**config.mk**
```make
export PLATFORM = sky130hd
export DESIGN_NAME = vram_write_arbiter
export DESIGN_NICKNAME = d
export VERILOG_FILES = /design/src/rtl/vram_write_arbiter.sv
export SDC_FILE = /design/constraint.sdc
export NUM_CORES = 1
export LEC_CHECK = 0
export ABC_AREA = 1
export CORE_MARGIN = 5
export CORE_UTILIZATION = 43
export CTS_CLUSTER_DIAMETER = 80
export DETAILED_ROUTE_END_ITERATION = 10
export PLACE_DENSITY_LB_ADDON = 0.3
export SKIP_CTS_REPAIR_TIMING = 1
export SLEW_MARGIN = 10
export SYNTH_ARGS = -nofsm -noshare
export SYNTH_HDL_FRONTEND = slang
export SYNTH_SLANG_ARGS = --single-unit
```
**constraint.sdc**
```tcl
create_clock -name clk -period 4.35 [get_ports clk]
set_input_delay 1.305 -clock clk [delete_from_list [all_inputs] [get_ports clk]]
set_output_delay 1.305 -clock clk [all_outputs]
set_load 0.005 [all_outputs]
```
**src/rtl/vram_write_arbiter.sv**
```systemverilog
// Round-robin arbiter for the single VGA VRAM write port: registered write pulses, each followed by a low cycle.
// Optional hardware screen-clear engine, built when VRAM_CLEAR_ENGINE_EN is defined.
module vram_write_arbiter #(
    parameter int NUM_REQ = 3,
    parameter int ADDR_W  = 15,
    parameter int DATA_W  = 3,
    parameter int PIXELS  = 19200
) (
    input  logic                      clk,
    input  logic                      rst_n,
    // Handshake: a requester holds req with stable addr/data until it sees its one-cycle ack,
    // which marks the write slot; it may drop req or present a new write in that same cycle.
    input  logic [NUM_REQ-1:0]        req,
    input  logic [NUM_REQ*ADDR_W-1:0] req_addr,
    input  logic [NUM_REQ*DATA_W-1:0] req_data,
    output logic [NUM_REQ-1:0]        ack,
    output logic [ADDR_W-1:0]         vram_addr,
    output logic [DATA_W-1:0]         vram_data,
    output logic                      vram_we,
    output logic                      busy,
    output logic                      oob_error,
    input  logic                      clear_start,
    input  logic [DATA_W-1:0]         clear_color,
    output logic                      clear_busy,
    output logic [2:0]                dbg_state_o
);
    localparam int GW = (NUM_REQ > 1) ? $clog2(NUM_REQ) : 1;
    localparam logic [ADDR_W:0] PIX_LIMIT = (ADDR_W+1)'(PIXELS);

    typedef enum logic [2:0] {
        IDLE      = 3'd0,
        WRITE     = 3'd1,
        GAP       = 3'd2,
        CLEAR_WR  = 3'd3,
        CLEAR_GAP = 3'd4
    } state_t;

    state_t              state_q, state_d;
    logic [GW-1:0]       last_q, last_d;
    logic [ADDR_W-1:0]   addr_q, addr_d;
    logic [DATA_W-1:0]   data_q, data_d;
    logic                we_q, we_d;
    logic [NUM_REQ-1:0]  ack_q, ack_d;
    logic                oob_q, oob_d;
    logic                arb;

    // Round-robin search starting just after the last winner.
    logic                found;
    logic [GW-1:0]       win;
    logic [GW-1:0]       cand;
    int                  idx;
    logic [ADDR_W-1:0]   win_addr;
    logic [DATA_W-1:0]   win_data;
    logic                win_oob;

    always_comb begin
        found = 1'b0;
        win   = '0;
        cand  = '0;
        idx   = 0;
        for (int j = 1; j <= NUM_REQ; j++) begin
            idx = int'(last_q) + j;
            if (idx >= NUM_REQ) idx = idx - NUM_REQ;
            cand = GW'(idx);
            if (!found && req[cand]) begin
                found = 1'b1;
                win   = cand;
            end
        end
    end

    assign win_addr = req_addr[win*ADDR_W +: ADDR_W];
    assign win_data = req_data[win*DATA_W +: DATA_W];
    assign win_oob  = ({1'b0, win_addr} >= PIX_LIMIT);

`ifdef VRAM_CLEAR_ENGINE_EN
    localparam logic [ADDR_W-1:0] LAST_ADDR = ADDR_W'(PIXELS - 1);

    logic                clr_pend_q, clr_pend_d;
    logic                clr_busy_q, clr_busy_d;
    logic [ADDR_W-1:0]   clr_cnt_q, clr_cnt_d;
    logic [DATA_W-1:0]   clr_color_q, clr_color_d;
`else
    logic                unused_clear;
    assign unused_clear = ^{clear_start, clear_color};
`endif

    always_comb begin
        state_d = state_q;
        last_d  = last_q;
        addr_d  = addr_q;
        data_d  = data_q;
        we_d    = 1'b0;
        ack_d   = '0;
        oob_d   = 1'b0;
        arb     = 1'b0;
`ifdef VRAM_CLEAR_ENGINE_EN
        clr_pend_d  = clr_pend_q;
        clr_busy_d  = clr_busy_q;
        clr_cnt_d   = clr_cnt_q;
        clr_color_d = clr_color_q;
        if (clear_start && !clr_busy_q) begin
            clr_pend_d  = 1'b1;
            clr_busy_d  = 1'b1;
            clr_color_d = clear_color;
        end
`endif
        case (state_q)
            IDLE, GAP: arb = 1'b1;
            WRITE:     state_d = GAP;
`ifdef VRAM_CLEAR_ENGINE_EN
            CLEAR_WR:  state_d = CLEAR_GAP;
            CLEAR_GAP: begin
                if (clr_cnt_q == LAST_ADDR) begin
                    arb        = 1'b1;
                    clr_busy_d = 1'b0;
                end else begin
                    state_d   = CLEAR_WR;
                    clr_cnt_d = clr_cnt_q + 1'b1;
                    addr_d    = clr_cnt_q + 1'b1;
                    we_d      = 1'b1;
                end
            end
`endif
            default:   state_d = IDLE;
        endcase

        // A pending clear outranks every requester at an arbitration point.
        if (arb) begin
            state_d = IDLE;
`ifdef VRAM_CLEAR_ENGINE_EN
            if (clr_pend_d) begin
                state_d    = CLEAR_WR;
                clr_pend_d = 1'b0;
                clr_cnt_d  = '0;
                addr_d     = '0;
                data_d     = clr_color_d;
                we_d       = 1'b1;
            end else
`endif
            if (found) begin
                state_d    = WRITE;
                last_d     = win;
                addr_d     = win_addr;
                data_d     = win_data;
                ack_d[win] = 1'b1;
                we_d       = !win_oob;
                oob_d      = win_oob;
            end
        end
    end

    always_ff @(posedge clk or negedge rst_n) begin
        if (!rst_n) begin
            state_q <= IDLE;
            last_q  <= GW'(NUM_REQ - 1);
            addr_q  <= '0;
            data_q  <= '0;
            we_q    <= 1'b0;
            ack_q   <= '0;
            oob_q   <= 1'b0;
        end else begin
            state_q <= state_d;
            last_q  <= last_d;
            addr_q  <= addr_d;
            data_q  <= data_d;
            we_q    <= we_d;
            ack_q   <= ack_d;
            oob_q   <= oob_d;
        end
    end

`ifdef VRAM_CLEAR_ENGINE_EN
    always_ff @(posedge clk or negedge rst_n) begin
        if (!rst_n) begin
            clr_pend_q  <= 1'b0;
            clr_busy_q  <= 1'b0;
            clr_cnt_q   <= '0;
            clr_color_q <= '0;
        end else begin
            clr_pend_q  <= clr_pend_d;
            clr_busy_q  <= clr_busy_d;
            clr_cnt_q   <= clr_cnt_d;
            clr_color_q <= clr_color_d;
        end
    end
    assign clear_busy = clr_busy_q;
`else
    assign clear_busy = 1'b0;
`endif

    assign vram_addr   = addr_q;
    assign vram_data   = data_q;
    assign vram_we     = we_q;
    assign ack         = ack_q;
    assign oob_error   = oob_q;
    assign busy        = (state_q != IDLE);
    assign dbg_state_o = state_q;
endmodule

```
; ---- After elaboration in Yosys (flattened, before gate mapping)
; Index checks and enable logic that the tools add are counted.
; Widths: inputs -> output; s select.
[totals]
reg_bits = 28
wordCells = 66
input_bits = 63
output_inout_bits = 28
[op_classes]
n_shift = 2
n_lt_le_gt_ge = 9
n_reduce_logical = 10
n_addsub = 6
n_eq_ne = 3
multipliers = 2
n_mux = 27
[ops]
columns = cell, n
row1 = $shiftx 45x7->15, 1
row2 = $ge 15x15->1 const B, 1
row3 = $mux 1, 13
row4 = $lt 2x3->1 const B, 4
row5 = $mux 2, 6
row6 = $ge 3x2->1 const B, 3
row7 = $mux 3, 3
row8 = $shiftx 9x5->3, 1
row9 = $add 2x2->3 const B, 2
row10 = $bmux 1 s2, 3
row11 = $mul 2x4->6 const B, 1
row12 = $pmux 3 s2, 1
row13 = $sub 2x2->2 const B, 3
row14 = $mul 2x2->4 const B, 1
row15 = $add 2x1->3 const B, 1
row16 = $eq 3x1->1 const B, 1
row17 = $eq 3x2->1 const B, 1
row18 = $logic_and 1x1->1, 3
row19 = $logic_not 1->1, 3
row20 = $logic_not 3->1, 1
row21 = $reduce_bool 3->1, 1
row22 = $demux 1 s2, 1
row23 = $ge 2x1->1 const B, 1
row24 = $ne 2x2->1 const B, 1
row25 = 2 further kinds, 2

; ---- Depth between registers and ports, before layout
[logic_depth]
depth_word = 18
ltp_mapped = 20
ltp_nobuf = 19

; ---- Worst setup path before layout
; Ideal clock, no wire load.
[synth_timing]
path_kind = input port to flip-flop
startpoint = input req[2]
endpoint = register we_q (netlist: vram_we)
path_slack_ns = 1.732
path_buffers = 1
t_arrival_ns = 2.487
path_stages = 15
setup_ns = 0.131
required_ns = 4.219
path_cell_list = nand2_1 -> nand2_1 -> nand2_4 -> nand2_2 -> nor2_4 -> nand2_4 -> nand2_2 -> buf_6 -> nand2_1 -> nand3_2 -> nand2_1 -> nor2_1 -> nand3_1 -> nand2_1 -> nor2_1
[synth_between]
elab_chain_len = 15
elab_cells_between_ends = 22
[synth_lines]
columns = item, line
row1 = "start, declared", 13  ; input logic [NUM_REQ-1:0] req,
row2 = $bmux 1 s2, 65  ; if (!found && req[cand]) begin
row3 = $mux 1 (implied by the code), 65
row4 = $mux 1, 65
row5 = $logic_not 1->1, 65
row6 = $logic_and 1x1->1, 65
row7 = $mux 1, 65
row8 = $logic_not 1->1, 65
row9 = $logic_and 1x1->1, 65
row10 = $mux 2, 65
row11 = $mul 2x4->6, 72  ; assign win_addr = req_addr[win*ADDR_W +: ADDR_W];
row12 = $shiftx 45x7->15, 72
row13 = $ge 15x15->1, 74  ; assign win_oob = ({1'b0, win_addr} >= PIX_LIMIT);
row14 = $logic_not 1->1, 147  ; we_d = !win_oob;
row15 = $mux 1 *, 141  ; if (found) begin
row16 = $mux 1 *, 129  ; if (arb) begin
row17 = net we_d, 42  ; logic we_q, we_d;
row18 = "end signal, assigned", 167  ; we_q <= we_d;
row19 = "end, declared", 42
; The timed path passes the listed nets; every way through them passes the cells marked *. The select of a mux whose other input is x is not followed.
; A chain may end at the register's enable or synchronous reset.

; ---- Worst setup path in the final report
[layout_timing]
startpoint = input req[1]
endpoint = register we_q (netlist: vram_we)
; Same word-level chain as after synthesis.

==> run_results.csv <==
group,metric,value,unit
outcome,status,"complete, no violations",
logic_synthesis,synth.avg_cell_area,7.19,um2
min_path,hold_start,"dbg_state_o[1]$_DFF_PN0_",
worst_setup_path,worst_ep_required_time,4.51,ns
grt,grt_first_pass_wirelength,7970,um
worst_setup_path,cp.arrival,3.52,ns
finish,fillers,356,
pwr,pwr-share-seq,0.173,
cts,numCtsBuffers,3,
place,dp_cells,372,
worst_setup_path,reg2reg_from,"last_q[1]$_DFFE_PN1P_",
logic_synthesis,syn_area,0.00175,mm2
logic_synthesis,yosys.cell_types.count,28,
route,drt-total-wl,5110,um
logic_synthesis,synth_adder_area_share,0.0285,
grt,antenna_found_initial,0,
run,maxCapViolCount,0,
floorplan,rows,23,
cts,clkTransAtPathRegs,0.09,ns
finish,final_common_cell,"clkdlybuf4s50_1",
finish,stdcell_count,376,
route,vias,1871,
worst_setup_path,crit_path_frequent_cell,"nand2_1",
worst_setup_path,cp_cell_sequence,"clkdlybuf4s50_1 > inv_1 > nand2_1 > nand3_1 > nand2_1 > nand2_2 > nand2_1 > nand2_1 > nand2_2 > nand2_2 > inv_1 > nand3_1 > nand2_1 > nand2_1 > nand2_1 > nand3_1 > nand2_1 > nor2_1",
floorplan,ios,91,
worst_setup_path,critPathLaunch,"req[1]",
cts,cts_tree,"done",
pwr,combinationalPowerShare,0.774,
min_path,hold-path-endpoint,"dbg_state_o[1]$_DFF_PN0_",
floorplan,die_area,0.00546,mm2
cts,clkLatencyLatePin,0.27,ns
route,routedWlPerCell,13.6,um
sta,worst_hold_slack,0.448,ns
sta,worstMarginPinSlew,0.512,ns
place,hpwl,3990,um
pwr,leakage,0.00122,uW
grt,grt_overflow,0,
sta,max_freq,297,MHz
sta,setup_viol,0,
worst_setup_path,critPathBufInv,3,
finish,area_delta_synth_final,51.8,%
route,drc,0,
logic_synthesis,ys_seq_elements,27,
grt,grt_use_total,0.187,
worst_setup_path,cpLargestDelayFamily,"simple AND/OR/NAND/NOR gates",
route,drt-initial-drc-count,127,
logic_synthesis,synthSimpleGateAreaFrac,0.347,
pwr,peakVddDrop,0.000552,V
worst_setup_path,crit_path_end_kind,"register",
floorplan,initial_core_util,0.442,
logic_synthesis,synthCells,244,
sta,clock_skew,0.00122,ns
floorplan,fp.dieW,73.9,um
finish,final_cell_mix,"clkdlybuf4s50_1, nor2_1, nand2_1, dfrtp_1, a21oi_1",
route,firstDrtPassIters,4,
worst_setup_path,start_kind,"input pin",
logic_synthesis,ys_warn_count,0,
worst_setup_path,rr_worst_depth,19,
min_path,hp-class,"register to register",
floorplan,core_region_area,0.00397,mm2
sta,rsz0062_at_grt,"no",
pwr,netSwitchingFraction,0.529,
finish,drive_gt1_frac,0.0920,
pwr,power.internal,1260,uW
pwr,power.switching,1410,uW
place,io_buffer_count,84,
pwr,powerDensity,1000,mW/mm2
cts,clk_path_buf_depth,2,
sta,tns,0,ns
worst_setup_path,reg2reg_slack,1.46,ns
sta,period_minus_slack,3.37,ns
worst_setup_path,max_stage_delay,0.54,ns
worst_setup_path,r2r_end,"vram_we$_DFF_PN0_",
route,antenna_left,0,
logic_synthesis,synthMuxAreaShare,0,
place,gp_congestion,0.784,
worst_setup_path,crit_fanout,13,
worst_setup_path,path_class,"input pin to register",
logic_synthesis,synth_compound_area_frac,0.145,
cts,root_buffer,"clkbuf_8",
finish,final_util,0.670,
logic_synthesis,synth_top_family_by_area,"simple AND/OR/NAND/NOR gates",
logic_synthesis,synth-xor-area-share,0,
pwr,clkPwrFrac,0.053,
sta,slew_viol_final,0,
sta,maxSlewHeadroom,0.658,
worst_setup_path,slowest_stage,"clkdlybuf4s50_1",
floorplan,die_y,73.9,um
sta,period_share,0.774,
min_path,hold_depth,1,
grt,grt_max_degree,28,
cts,cts_max_level,1,
sta,hold_viol,0,
grt,grt_pass1_vias,1738,
finish,num_antenna_cells,0,
route,viasPerCell,4.98,
logic_synthesis,ys_seq_area_frac,0.386,
finish,fin_nets,394,
cts,clock-sinks,27,
flip-flops by register name, indices dropped and copies added (netlist names):
signal       cells
vram_we          1
vram_addr       15
vram_data        3
last_q           2
ack              3
dbg_state_o      2
oob_error        1
power by group through the flow:
stage,clock network (uW),logic (uW),registers (uW)
floorplan,0,1490,471
global placement,0,2000,461
detailed placement,0,2080,469
CTS,146,2080,464
global route,160,2350,481
finish,143,2070,463
cells in the mapped netlist:
| cell type | number | area share |
|---|---|---|
| nor2_1 | 45 | 0.096 |
| nand2_1 | 44 | 0.094 |
| dfrtp_1 | 26 | 0.37 |
| a21oi_1 | 22 | 0.063 |
| inv_1 | 20 | 0.043 |
| nand3_1 | 18 | 0.051 |
| o21ai_0 | 14 | 0.040 |
| nand2_2 | 9 | 0.032 |
| a31oi_1 | 5 | 0.018 |
| nand3b_1 | 5 | 0.021 |
| buf_4 | 4 | 0.017 |
| ha_1 | 4 | 0.029 |
| clkbuf_1 | 3 | 0.0064 |
| inv_2 | 3 | 0.0064 |
| a21oi_2 | 2 | 0.010 |
| buf_2 | 2 | 0.0057 |
| buf_6 | 2 | 0.013 |
| nand2_4 | 2 | 0.013 |
| nand3_2 | 2 | 0.011 |
| nor2_4 | 2 | 0.013 |
| o21ai_1 | 2 | 0.0057 |
| o21bai_1 | 2 | 0.0086 |
| and2_4 | 1 | 0.0050 |
| conb_1 | 1 | 0.0021 |
| dfstp_2 | 1 | 0.015 |
| nand4_1 | 1 | 0.0036 |
| nor3_1 | 1 | 0.0029 |
| or2_2 | 1 | 0.0036 |
layer usage:
metal  GRT usage  up-vias  wire length, um
met1       0.224      837             1900
li1            -      944                -
met4      0.0443        0               80
met3      0.0561       10              482
met5           0        -                0
met2       0.325       80             2650
worst max-delay path by stage:
stage                                   end  cells after the start
final                     vram_we$_DFF_PN0_                     18
after global routing      vram_we$_DFF_PN0_                     18
after CTS                 vram_we$_DFF_PN0_                     18
after detailed placement  vram_we$_DFF_PN0_                     18
after global placement    vram_we$_DFF_PN0_                     18
after floorplan           vram_we$_DFF_PN0_                     15
metrics by stage:
step	setup WS, ns	power, uW	cell area [um2]
floorplan	1.73	1960	1760
CTS	0.993	2690	2660
global route	0.747	2990	2660
detailed placement	0.705	2550	2620
global placement	0.773	2460	2620
finish	0.981	2670	2660
cells by family after synthesis:
logic type | count (synthesis)
flops | 27
buf+inv | 34
other cells | 1
compound gates | 47
simple gates | 131
fa+ha+maj | 4
cell type report:
type | count | area, um2 | share of cell area
clock buffer | 4 | 45.0 | 0.0169
timing repair buffer | 88 | 871 | 0.327
tap | 50 | 62.6 | 0.0235
sequential | 27 | 677 | 0.254
multi-input combinational | 184 | 921 | 0.346
inverter | 23 | 86.3 | 0.0324
worst register-to-register path, cell delays in order (launching register included):
cell and delay (ns):
dfstp_2 0.55, inv_1 0.07, ha_1 0.41, inv_2 0.10, nand2_2 0.07, nand3_2 0.09, nand2_4 0.11, nand2_2 0.07
nand2_1 0.06, nand2_1 0.07, nand2_2 0.15, nand2_2 0.07, inv_1 0.34, nand3_1 0.17, nand2_1 0.10, nand2_1 0.05
nand2_1 0.09, nand3_1 0.08, nand2_1 0.07, nor2_1 0.04
Power figures use the tool's default switching activity.
